`src/rtl/conv_result_packer.sv`:
```
`default_nettype none
// ============================================================================
// Module   : conv_result_packer
// Purpose  : Packs LANES result words from the result FIFO into one output beat
//            with valid/ready handshake. Optional macro: CONV_PACKER_ERR_EN.
// Revision : 1.0
// ============================================================================
module conv_result_packer #(
   parameter int DATA_W = 32,
   parameter int LANES  = 4,
   parameter int CNT_W  = 8
) (
   input  logic                    clk,
   input  logic                    rst,
   input  logic                    size_valid,
   input  logic [CNT_W-1:0]        output_size,
   input  logic                    fifo_empty,
   input  logic [DATA_W-1:0]       fifo_data,
   output logic                    fifo_en,
   input  logic                    out_ready,
   output logic [DATA_W*LANES-1:0] Dataout,
   output logic                    Valid,
   output logic [LANES-1:0]        lane_mask,
   output logic                    Done,
   output logic                    busy
`ifdef CONV_PACKER_ERR_EN
   ,
   output logic                    size_err
`endif
);

   localparam int CW = $clog2(LANES + 1);

   typedef enum logic [1:0] {
      S_IDLE = 2'd0,
      S_FILL = 2'd1,
      S_SEND = 2'd2,
      S_DONE = 2'd3
   } state_t;

   state_t                         state_q, state_d;
   logic [CNT_W-1:0]               remaining_q, remaining_d;
   logic [CW-1:0]                  req_cnt_q, req_cnt_d;
   logic [CW-1:0]                  got_cnt_q, got_cnt_d;
   logic                           rd_pend_q, rd_pend_d;
   logic [LANES-1:0][DATA_W-1:0]   lanes_q, lanes_d;
   logic [LANES-1:0]               mask_q, mask_d;
   logic [CW-1:0]                  beat_target;
   logic                           fifo_en_w;

   // Widened compare keeps min() correct whatever the relation of CNT_W to LANES.
   assign beat_target = (32'(remaining_q) >= 32'(LANES)) ? CW'(LANES) : CW'(remaining_q);
   assign fifo_en_w   = (state_q == S_FILL) && !fifo_empty && (req_cnt_q < beat_target);

   always_comb begin
      state_d     = state_q;
      remaining_d = remaining_q;
      req_cnt_d   = req_cnt_q;
      got_cnt_d   = got_cnt_q;
      rd_pend_d   = 1'b0;
      lanes_d     = lanes_q;
      mask_d      = mask_q;
      case (state_q)
         S_IDLE: begin
            if (size_valid) begin
               remaining_d = output_size;
               req_cnt_d   = '0;
               got_cnt_d   = '0;
               lanes_d     = '0;
               mask_d      = '0;
               state_d     = (output_size == '0) ? S_DONE : S_FILL;
            end
         end
         S_FILL: begin
            if (fifo_en_w) begin
               req_cnt_d = req_cnt_q + CW'(1);
            end
            rd_pend_d = fifo_en_w;
            if (rd_pend_q) begin
               for (int k = 0; k < LANES; k++) begin
                  if (got_cnt_q == CW'(k)) begin
                     lanes_d[k] = fifo_data;
                  end
               end
               got_cnt_d = got_cnt_q + CW'(1);
               if ((got_cnt_q + CW'(1)) == beat_target) begin
                  for (int k = 0; k < LANES; k++) begin
                     mask_d[k] = (k < int'(beat_target));
                  end
                  state_d = S_SEND;
               end
            end
         end
         S_SEND: begin
            if (out_ready) begin
               remaining_d = remaining_q - CNT_W'(beat_target);
               req_cnt_d   = '0;
               got_cnt_d   = '0;
               lanes_d     = '0;
               mask_d      = '0;
               state_d     = (remaining_q == CNT_W'(beat_target)) ? S_DONE : S_FILL;
            end
         end
         S_DONE: begin
            state_d = S_IDLE;
         end
         default: begin
            state_d = S_IDLE;
         end
      endcase
   end

   always_ff @(posedge clk or negedge rst) begin
      if (!rst) begin
         state_q     <= S_IDLE;
         remaining_q <= '0;
         req_cnt_q   <= '0;
         got_cnt_q   <= '0;
         rd_pend_q   <= 1'b0;
         lanes_q     <= '0;
         mask_q      <= '0;
      end else begin
         state_q     <= state_d;
         remaining_q <= remaining_d;
         req_cnt_q   <= req_cnt_d;
         got_cnt_q   <= got_cnt_d;
         rd_pend_q   <= rd_pend_d;
         lanes_q     <= lanes_d;
         mask_q      <= mask_d;
      end
   end

`ifdef CONV_PACKER_ERR_EN
   logic err_q;

   // A start request is only legal from IDLE; anything else is flagged once.
   always_ff @(posedge clk or negedge rst) begin
      if (!rst) begin
         err_q <= 1'b0;
      end else begin
         err_q <= size_valid && (state_q != S_IDLE);
      end
   end

   assign size_err = err_q;
`endif

   assign fifo_en   = fifo_en_w;
   assign Dataout   = lanes_q;
   assign lane_mask = mask_q;
   assign Valid     = (state_q == S_SEND);
   assign Done      = (state_q == S_DONE);
   assign busy      = (state_q != S_IDLE);

endmodule
`default_nettype wire

```
`config.mk`:
```
export PLATFORM = sky130hd
export DESIGN_NAME = conv_result_packer
export DESIGN_NICKNAME = d
export VERILOG_FILES = /design/src/rtl/conv_result_packer.sv
export SDC_FILE = /design/constraint.sdc
export NUM_CORES = 1
export LEC_CHECK = 0
export ABC_CLOCK_PERIOD_IN_PS = 2450
export CORE_AREA = 2 2 118 120
export DETAILED_ROUTE_END_ITERATION = 12
export DIE_AREA = 0 0 120 122
export GPL_TIMING_DRIVEN = 0
export PLACE_DENSITY_LB_ADDON = 0.05
export SETUP_SLACK_MARGIN = 0.2
export SLEW_MARGIN = 0
export SYNTH_ARGS = -nofsm -noshare
export SYNTH_HDL_FRONTEND = slang
export SYNTH_SLANG_ARGS = --single-unit
```
`constraint.sdc`:
```
create_clock -name clk -period 2.45 [get_ports clk]
set_clock_uncertainty 0.1 [all_clocks]
set_input_delay 0.735 -clock clk [delete_from_list [all_inputs] [get_ports clk]]
set_output_delay 0.735 -clock clk [all_outputs]
set_load 0.03 [all_outputs]
```
After elaboration in Yosys (flattened, before gate mapping). Index checks and enable logic that the tools add are counted.

Add/subtract/negate cells: 3. $lt $le $gt $ge: 6. Eq/ne operators: 17. Multiplexer cells: 31. Reductions and logical operators: 18.

Operator list (number): $mux W128 (3); $pmux W128 S3 (1); $mux W32 (4); $reduce_and A5 Y1 (5); $pmux W3 S3 (2); $mux W4 (4); $mux W8 (2); $pmux W8 S2 (1); $mux W3 (5); $mux W2 (6); $pmux W4 S3 (1); $reduce_and A4 Y1 (3); $ne A2 B1 Y1 const B (5); $eq A8 B3 Y1 (1); $ge A8 B3 Y1 const B (1); $logic_not A8 Y1 (1); $ne A2 B2 Y1 const B (4); $pmux W2 S4 (1); $sub A8 B3 Y8 (1); $add A3 B1 Y3 const B (2); $eq A3 B2 Y1 const B (2); $lt A1 B3 Y1 const A (2); $lt A2 B3 Y1 const A (2); $eq A2 B2 Y1 const B (2); 12 further kinds (14).

Register bits: 149. Input bits: 45. Output and inout port bits: 136. Logic and storage cells: 85.

Depth between registers and ports, before layout.
Word-level depth: 6. Gate-level depth with buffers: 10. Gate-level depth less buffers: 9.

Worst setup path after synthesis. Ideal clock, no wire load.

Path type: reg-to-output. Start: register remaining_q[2]. End: output fifo_en. Data arrival time: 1.674 ns. Data required time: 1.615 ns. Path slack: -0.059 ns. Cell stages (with the launch flop): 8. Buffers on the path: 1. Cell sequence: dfrtp_1 > buf_6 > nor3_1 > nand2_1 > inv_1 > ha_1 > o21ai_2 > and2_1.

Longest elaborated chain between the ends: 4.

Ends and longest elaborated chain: start, declared (RTL line 42) `logic [CNT_W-1:0] remaining_q, remaining_d;`; start signal, assigned (RTL line 124) `remaining_q <= remaining_d;`; $ge A8 B3 Y1 (RTL line 52) `assign beat_target = (32'(remaining_q) >= 32'(LANES)) ? CW'(LANES) : CW'(remaining_q);`; $mux W3 * (RTL line 52); $lt A3 B3 Y1 * (RTL line 53) `assign fifo_en_w = (state_q == S_FILL) && !fifo_empty && (req_cnt_q < beat_target);`; $logic_and A1 B1 Y1 * (RTL line 53); end, declared (RTL line 19) `output logic fifo_en,`.

Mark *: on every way between the ends. The rest lies on a longest branch, timed or not.

Worst setup path after layout.
Start: register remaining_q[5]. End: output fifo_en.

Longest elaborated chain between the ends: 4.

Ends and longest elaborated chain (RTL line): $ge A8 B3 Y1 (52); $mux W3 (52); $lt A3 B3 Y1 (53); $logic_and A1 B1 Y1 (53).

Every way passes these cells.

==> out/qor.txt <==
Post-Syn Area per Cell: 10.0 um^2
worst endpoint required time: 1.62 ns
PwrDens: 1470 nW/um^2
global-route wire length before repair: 27200 um
CORE AREA: 13500 um^2
Die W: 120 um
Min Hold Slack: 0.156 ns
mux cell area share after synthesis: 0.00510
Final Util: 0.658
TritonCTS Buffers: 17
Reg-to-Reg End: lane_mask[3]
First-pass DRT Iterations: 4
Primary FF master, synth: dfrtp_1
Final setup viols: 1
clk sinks: 149
RSZ-0062 raised after global routing: yes
layout cells sized above 1: 0.138
clk_lat worst skew: 0.42 ns
setup TNS: -0.157 ns
largest family of logic cells by synthesized area: compound AO/OA/AOI/OAI gates
Final period util: 1.06
Synth top area share: 0.608
FP Rows: 43
Tot GR Track Use: 0.245
Syn Nets: 667
Critical Path Sink: fifo_en
fin. max-slew vios: 0
warnings from Yosys: 0
outcome: finished, violations left
final hold violations: 0
I/O pin cnt: 181
CTS Root Buffer Type: clkbuf_16
Leakage: 4.46 nW
detailed placement HPWL: 11800 um
Avg Vias per Cell: 5.14
H-tree depth: 4
Final ANT Viol Nets: 0
Reg-to-Reg Start: got_cnt_q[0]
R2R depth: 7
post-synthesis adder-cell area fraction: 0.0163
CP max FO: 2
GR Overflow Total: 0
Yosys cell types: 44
setup slack after layout: -0.157 ns
Fmax: 384 MHz
Area Overhead vs Synth: 44.8%
Hold Path Class: in2async
Synth Area in XOR/XNOR: 0.00285
routed wire length: 17400 um
drt wl/cell: 17.0 um
Slew @ Worst Pin: 0.624 ns
failing checks: negative setup slack
number of remaining DRC errors: 0
gpl congestion: 0.848
maximum clock path buffer count: 2
WS Path Type: reg2out
Synth Area in Compound Gates: 0.159
Post-synth EDFFs: 0
DR vias: 5279
largest net degree at the start of global routing: 99
peak supply drop: 0.623 mV
Die ar.: 14600 um^2
initial antenna violation count: 0
R2R setup slack: 0.21 ns
leading area contributor after synthesis: dfrtp_1
simple-gate portion of the synthesized area: 0.156
Final Power: 13.1 mW
fin crit period: 2.61 ns
maxcap violations: 0
mapped cell area: 6140 um^2
nets: 887
Synth Register Bits: 149
die height: 122 um
Hold Buf Count CTS: 0
relative slew slack: 0.583
Worst-path clk slew: 0.06 ns
Fillers: 1171
Mapped Cells: 614
number of port buffers: 180
vias in the first global route: 5306
top cells by area, synth: dfrtp_1, nand2_1, o21ai_0
Starting Density: 0.454
crit path DAT: 1.77 ns
Crit. End Element: output port
drt first-iter violations: 332
TritonCTS clock tree: yes
ys async rst share: 1.00
Startpoint Class: register
n_diodes: 0
CP Launch Point: remaining_q[5]
Seq/Total Area, Yosys: 0.608
## layout make-up
cell class              count  area (um^2)  share of cell area
plain buffers              37          302              0.0339
clock buffers              21          460              0.0518
clock inverters            11          125              0.0141
inverters                  10         41.3             0.00465
multi-input cells         418         2180               0.245
flip-flops and latches    149         3730               0.420
well taps                 180          225              0.0253
repair buffers            201         1820               0.205
## how the worst min path moves through the flow
stage | startpoint | endpoint | slack (ns) | cells after the start
2_1_floorplan | rst | Dataout[0] | 0.34 | 0
3_3_place_gp | Dataout[102] | Dataout[102] | 0.36 | 2
3_5_place_dp | Dataout[82] | Dataout[82] | 0.37 | 2
4_1_cts | rst | Dataout[39] | 0.17 | 1
5_1_grt | rst | Dataout[39] | 0.18 | 1
6_report | rst | Dataout[39] | 0.16 | 1
## sequential cells by signal, summed over array words and instances, names as in the netlist
register / count
rd_pend_q: 1
remaining_q: 8
got_cnt_q: 3
state_q: 2
lane_mask: 4
req_cnt_q: 3
Dataout: 128
## synthesized netlist by cell type (2+ instances only)
library cell and instances:
buf_6 15, nor2b_1 2, ha_1 8, clkbuf_2 2, o21ai_1 62, o21ai_2 2, buf_2 8, mux2i_1 2
nand2b_1 7, o21ai_0 86, nand2_1 179, dfrtp_1 149, buf_4 6, clkbuf_1 6, nand3_1 5, a31oi_1 4
inv_1 10, a22o_1 2, a21oi_1 11, nor3_1 6, o22ai_1 4, nor4_1 3, and2_1 4, a2111oi_0 2
nor2_1 10
## cell usage in the layout, fill, tap and decap left out, types with 4 or more instances in the layout
| cell type | netlist | routed |
|---|---|---|
| a21oi_1 | 11 | 11 |
| ha_1 | 8 | 6 |
| buf_6 | 15 | 23 |
| nand2b_1 | 7 | 7 |
| nand2_1 | 179 | 178 |
| clkbuf_16 | 0 | 17 |
| buf_4 | 6 | 23 |
| dfrtp_2 | 0 | 4 |
| inv_1 | 10 | 8 |
| o22ai_1 | 4 | 4 |
| clkbuf_2 | 2 | 6 |
| nand3_1 | 5 | 5 |
| dfrtp_1 | 149 | 145 |
| clkdlybuf4s50_1 | 0 | 43 |
| clkbuf_1 | 6 | 4 |
| buf_2 | 8 | 8 |
| o21ai_1 | 62 | 63 |
| nor2_1 | 10 | 10 |
| o21ai_0 | 86 | 85 |
| dlygate4sd2_1 | 0 | 132 |
## per-stage QoR
| stage | setup slack, ns | instances | area [um^2] |
|---|---|---|---|
| after floorplan | 0.200 | 614 | 6160 |
| after global placement | -5.16 | 974 | 8190 |
| after detailed placement | -0.759 | 975 | 8220 |
| after CTS | -0.208 | 1021 | 8810 |
| after global routing | -0.208 | 1027 | 8890 |
| final | -0.157 | 1027 | 8890 |
## metal layers
layer / share of wire / global-route usage / routed length [um] / vias up
li1: - / - / - / 2510
met2: 0.48 / 0.403 / 8440 / 192
met4: 0.019 / 0.107 / 330 / 0
met5: 0 / 0 / 0 / -
met3: 0.065 / 0.0669 / 1140 / 27
met1: 0.43 / 0.303 / 7530 / 2550
## worst max-delay path, stage by stage, from the launching register on
cell and delay (ns):
dfrtp_2 0.43, nor3_4 0.21, nand2_2 0.09, inv_2 0.08, ha_4 0.20, o21ai_4 0.06, and2_4 0.16, buf_6 0.12
## repair_timing
item,in CTS,in global routing
pin swaps,6,3
buffers inserted,14,6
resized for setup,175,11
endpoints found under the setup margin,142,91
## logic make-up (layout without fill, tap and decap cells)
family / after synthesis / count (layout)
buf+inv: 47 / 280
xor+xnor: 2 / 2
flops: 149 / 149
other cells: 1 / 1
fa+ha+maj: 8 / 8
mux: 3 / 3
simple gates: 224 / 224
compound gates: 180 / 180
## report_power, final
| group | internal (mW) | total [mW] | leakage (nW) | switching (mW) |
|---|---|---|---|---|
| Sequential | 3.37 | 3.91 | 1.96 | 0.536 |
| Combinational | 2.23 | 6.60 | 2.22 | 4.37 |
| Clock | 1.55 | 2.56 | 0.283 | 1.01 |
| Total | 7.15 | 13.1 | 4.46 | 5.91 |
No activity file was read; power rests on OpenSTA's default activity.
